`src/rtl/pipe_stage_reg.sv`:
```
// Generic pipeline stage register with valid/ready handshake, flush and
// an optional two-entry skid buffer that registers ready_o.
module pipe_stage_reg #(
    parameter int CTRL_W = 3,
    parameter int DATA_W = 69,
    parameter bit SKID   = 1'b0
) (
    input  logic              clk_i,
    input  logic              rst_i,
    input  logic              valid_i,
    output logic              ready_o,
    input  logic [CTRL_W-1:0] ctrl_i,
    input  logic [DATA_W-1:0] data_i,
    input  logic              flush_i,
    output logic              valid_o,
    input  logic              ready_i,
    output logic [CTRL_W-1:0] ctrl_o,
    output logic [DATA_W-1:0] data_o,
    output logic [1:0]        occ_o
);

    typedef enum logic [1:0] {
        ST_EMPTY = 2'd0,
        ST_ONE   = 2'd1,
        ST_TWO   = 2'd2
    } state_t;

    logic              valid_q;
    logic [CTRL_W-1:0] ctrl_q;
    logic [DATA_W-1:0] data_q;
    logic              skid_vld;
    logic              rdy;
    logic              in_fire;
    logic              out_fire;

    assign in_fire  = valid_i & rdy;
    assign out_fire = valid_q & ready_i;

    assign ready_o = rdy;
    assign valid_o = valid_q;
    assign ctrl_o  = ctrl_q;
    assign data_o  = data_q;
    assign occ_o   = {1'b0, valid_q} + {1'b0, skid_vld};

    if (SKID == 1'b0) begin : g_single

        assign rdy      = ~valid_q | ready_i;
        assign skid_vld = 1'b0;

        always_ff @(posedge clk_i or negedge rst_i) begin
            if (!rst_i) begin
                valid_q <= 1'b0;
                ctrl_q  <= '0;
                data_q  <= '0;
            end else if (flush_i) begin
                valid_q <= 1'b0;
                ctrl_q  <= '0;
            end else if (in_fire) begin
                valid_q <= 1'b1;
                ctrl_q  <= ctrl_i;
                data_q  <= data_i;
            end else if (out_fire) begin
                valid_q <= 1'b0;
                ctrl_q  <= '0;
            end
        end

    end else begin : g_skid

        state_t            state;
        logic [CTRL_W-1:0] skid_ctrl;
        logic [DATA_W-1:0] skid_data;
        logic              skid_q;

        assign skid_vld = skid_q;

        // ready is a flop so the downstream stall never reaches upstream
        // through combinational logic
        always_ff @(posedge clk_i or negedge rst_i) begin
            if (!rst_i) begin
                state     <= ST_EMPTY;
                valid_q   <= 1'b0;
                ctrl_q    <= '0;
                data_q    <= '0;
                skid_q    <= 1'b0;
                skid_ctrl <= '0;
                skid_data <= '0;
                rdy       <= 1'b1;
            end else if (flush_i) begin
                state     <= ST_EMPTY;
                valid_q   <= 1'b0;
                ctrl_q    <= '0;
                skid_q    <= 1'b0;
                skid_ctrl <= '0;
                rdy       <= 1'b1;
            end else begin
                case (state)
                    ST_EMPTY: begin
                        if (in_fire) begin
                            state   <= ST_ONE;
                            valid_q <= 1'b1;
                            ctrl_q  <= ctrl_i;
                            data_q  <= data_i;
                        end
                    end
                    ST_ONE: begin
                        if (in_fire && out_fire) begin
                            ctrl_q <= ctrl_i;
                            data_q <= data_i;
                        end else if (in_fire) begin
                            state     <= ST_TWO;
                            skid_q    <= 1'b1;
                            skid_ctrl <= ctrl_i;
                            skid_data <= data_i;
                            rdy       <= 1'b0;
                        end else if (out_fire) begin
                            state   <= ST_EMPTY;
                            valid_q <= 1'b0;
                            ctrl_q  <= '0;
                        end
                    end
                    ST_TWO: begin
                        if (out_fire) begin
                            state     <= ST_ONE;
                            ctrl_q    <= skid_ctrl;
                            data_q    <= skid_data;
                            skid_q    <= 1'b0;
                            skid_ctrl <= '0;
                            rdy       <= 1'b1;
                        end
                    end
                    default: begin
                        state   <= ST_EMPTY;
                        valid_q <= 1'b0;
                        ctrl_q  <= '0;
                        skid_q  <= 1'b0;
                        rdy     <= 1'b1;
                    end
                endcase
            end
        end

    end

endmodule

```
`config.mk`:
```
export PLATFORM = sky130hd
export DESIGN_NAME = pipe_stage_reg
export DESIGN_NICKNAME = d
export VERILOG_FILES = /design/src/rtl/pipe_stage_reg.sv
export SDC_FILE = /design/constraint.sdc
export NUM_CORES = 1
export LEC_CHECK = 0
export ABC_AREA = 1
export BUFFER_PORTS_ARGS = -buffer_cell sky130_fd_sc_hd__buf_4
export CELL_PAD_IN_SITES_DETAIL_PLACEMENT = 1
export CELL_PAD_IN_SITES_GLOBAL_PLACEMENT = 2
export CORE_UTILIZATION = 26
export CTS_CLUSTER_DIAMETER = 100
export DETAILED_ROUTE_END_ITERATION = 10
export GPL_TIMING_DRIVEN = 0
export PLACE_DENSITY_LB_ADDON = 0.1
export REMOVE_ABC_BUFFERS = 1
export SETUP_SLACK_MARGIN = 0.5
export SLEW_MARGIN = 40
export SYNTH_ARGS = -nofsm -noshare
export SYNTH_HDL_FRONTEND = slang
export SYNTH_SLANG_ARGS = --single-unit
```
`constraint.sdc`:
```
create_clock -name clk_i -period 3 [get_ports clk_i]
set_input_delay 0.15 -clock clk_i [delete_from_list [all_inputs] [get_ports clk_i]]
set_output_delay 0.15 -clock clk_i [all_outputs]
set_load 0.1 [all_outputs]
```
==> metrics <==
status finished, final reports clean; Seq cells post-synth 73; Hold-fix buffers, CTS 2; top-count cell post-synth nand2_1; Post-CTS Resized 0; post-CTS setup buffer count 0; Clock Sinks 73; Primary FF master, synth dfrtp_1; Num CTS Buffers 9; critical path required time 3.24 ns; vias post-DR 2719; switching power 0.00172 W; Yosys top cell area share 63.1%; routed len/inst 14.5 um; DRC violations left 0; CTS tree yes; chip height 108 um; Worst-Skew Late Latency 0.35 ns; Synth top cells by count nand2_1 (144), nand3_1 (75), dfrtp_1 (73), clkbuf_1 (13), buf_2 (8); Worst R2R Path Depth 5; max-slew violation count 0; end of the critical path data_o[50]; Reg power frac 33.5%; clock root cell clkbuf_8; Hold Fails Final Rpt 0; critical path endpoint category flip-flop; EDFF count, synth 0; Synth area leaders dfrtp_1 (63%), nand2_1 (19%), nand3_1 (13%), clkbuf_1 (1.7%), buf_2 (1.4%); Distinct cells, synth 12; area delta synth->final 52.3%; VDD IR max 0.000339 V; io pins 153; Reg2Reg Launch Point valid_o; Seq/Total Area, Yosys 63.1%; Pleak 2.45 nW; Synth warnings 0; largest net degree at the start of global routing 74; GRT Total Usage 15.9%; clk_skew 0.00865 ns; CP Class in2reg; max-cap violation count 0; Avg Inst Size Synth 8.94 um^2; Worst-Margin Slew 0.692 ns; Fin Setup TNS 0 ns; endpoints failing setup 0; Core ar. 0.0108 mm^2; Cell Pwr Density 811 mW/mm^2; drt first-iter violations 143; pre-CTS setup slack 1.19 ns; CP max-delay cell dlygate4sd3_1; Cells after Synth 324; Placer Congestion 0.665; chip width 108 um; logic gate share of total power 44.6%; vias in the first global route 2742; Rel. slew slack 53.9%; total routed wirelength 8.88 mm; Die Area 0.0116 mm^2; clk buf depth 2; area leader, netlist dfrtp_1; Detail Route Antenna Nets 0; Critical Path Start Type input port; Synth async-reset ratio 100%; H-Tree Depth 3; CP arrival 2.13 ns; Critical Path Most Common Cell nand2_1; PortBufs 151; critical path startpoint flush_i; Max stage delay on crit path 0.54 ns; vias per cell 4.44; num rows 38; r2r setup slk 1.22 ns; total grt overflow 0; Hold Path Class in2reg; first-pass detailed-route iteration total 4; crit path max fanout 69; share of cells above drive strength 1 36.7%; internal power 0.00186 W; RSZ-0062 raised after global routing false; clock power share 21.9%; synthesized cell area 0.00290 mm^2; Antenna Cells 0; final hold slack 0.0260 ns; Switching Share 48.1%; Worst R2R End data_o[50]; crit path time final 1.89 ns; clk slew on worst S/H paths 0.08 ns; initial antenna violation count 0; nets 545; Critical Path, Cell by Cell dlygate4sd3_1 -> buf_4 -> nor2_4 -> buf_8 -> nand2_8 -> nand2_1 -> nand2_1; final worst setup slack 1.11 ns; Initial Util 26.7%; Post-DP HPWL 5.75 mm; first-pass GRT wire length 14.0 mm; fin util 40.7%; fmax 529 MHz; total power 0.00358 W; final period utilization 63.0%
[area by class of cell]
type | count | area [um^2]
clock buffer | 12 | 155
fill | 1291 | 6430
clock inverter | 3 | 40.0
sequential | 73 | 1830
inverter | 4 | 15.0
tap | 140 | 175
timing repair buffer | 157 | 1230
multi-input combinational | 223 | 963
[layout by cell type, fill, tap and decap left out, drive strengths merged]
| cell | count |
|---|---|
| conb | 1 |
| bufinv | 1 |
| nand3 | 75 |
| a21oi | 1 |
| inv | 4 |
| dfrtp | 73 |
| nand2 | 145 |
| nor2 | 1 |
| clkinv | 2 |
| clkbuf | 12 |
| dlygate4sd3 | 2 |
| buf | 155 |
[power by group through the flow]
stage | registers [W] | logic (W) | clock network (W)
after floorplan | 0.00224 | 0.000159 | 0
after detailed placement | 0.00122 | 0.00161 | 0
after global placement | 0.00121 | 0.00159 | 0
after CTS | 0.00120 | 0.00161 | 0.000829
final | 0.00120 | 0.00159 | 0.000785
after global routing | 0.00122 | 0.00166 | 0.000859
[per-layer routing]
metal  routed length (um)  track usage (%)  up-vias
li1                     -                -     1315
met1                 3930             20.6     1297
met2                 4010             23.6       95
met3                  754             5.33       12
met4                  176             7.83        0
met5                    0                0        -
[how the worst min path moves through the flow]
stage,start,to,cells after the start
4_1_cts,data_i[35],data_o[35],3
6_report,data_i[35],data_o[35],3
5_1_grt,data_i[27],data_o[27],3
2_1_floorplan,rst_i,ctrl_o[0],0
3_3_place_gp,flush_i,valid_o,2
3_5_place_dp,rst_i,data_o[10],1
[worst max-delay path: cells and delay by family]
kind                   cells  cell delay (ns)
and+or+nand+nor            4             1.01
buffers and inverters      3             0.95
[state kept, by name (all words and copies together), names as in the netlist]
register  cells
ctrl_o        3
valid_o       1
data_o       69
[logic make-up after synthesis]
kind of cell	Yosys count	synth area share, %
and+or+nand+nor	221	32.2
AOI/OAI and AO/OA	1	0.173
DFF	73	63.1
other	1	0.130
buffers and inverters	28	4.36
[metrics by stage]
step,instance area [um^2],cells
3_5_place_dp,4200,595
2_1_floorplan,2780,300
3_3_place_gp,4090,591
5_1_grt,4410,612
4_1_cts,4410,612
6_report,4410,612
No activity file was read; power rests on OpenSTA's default activity.
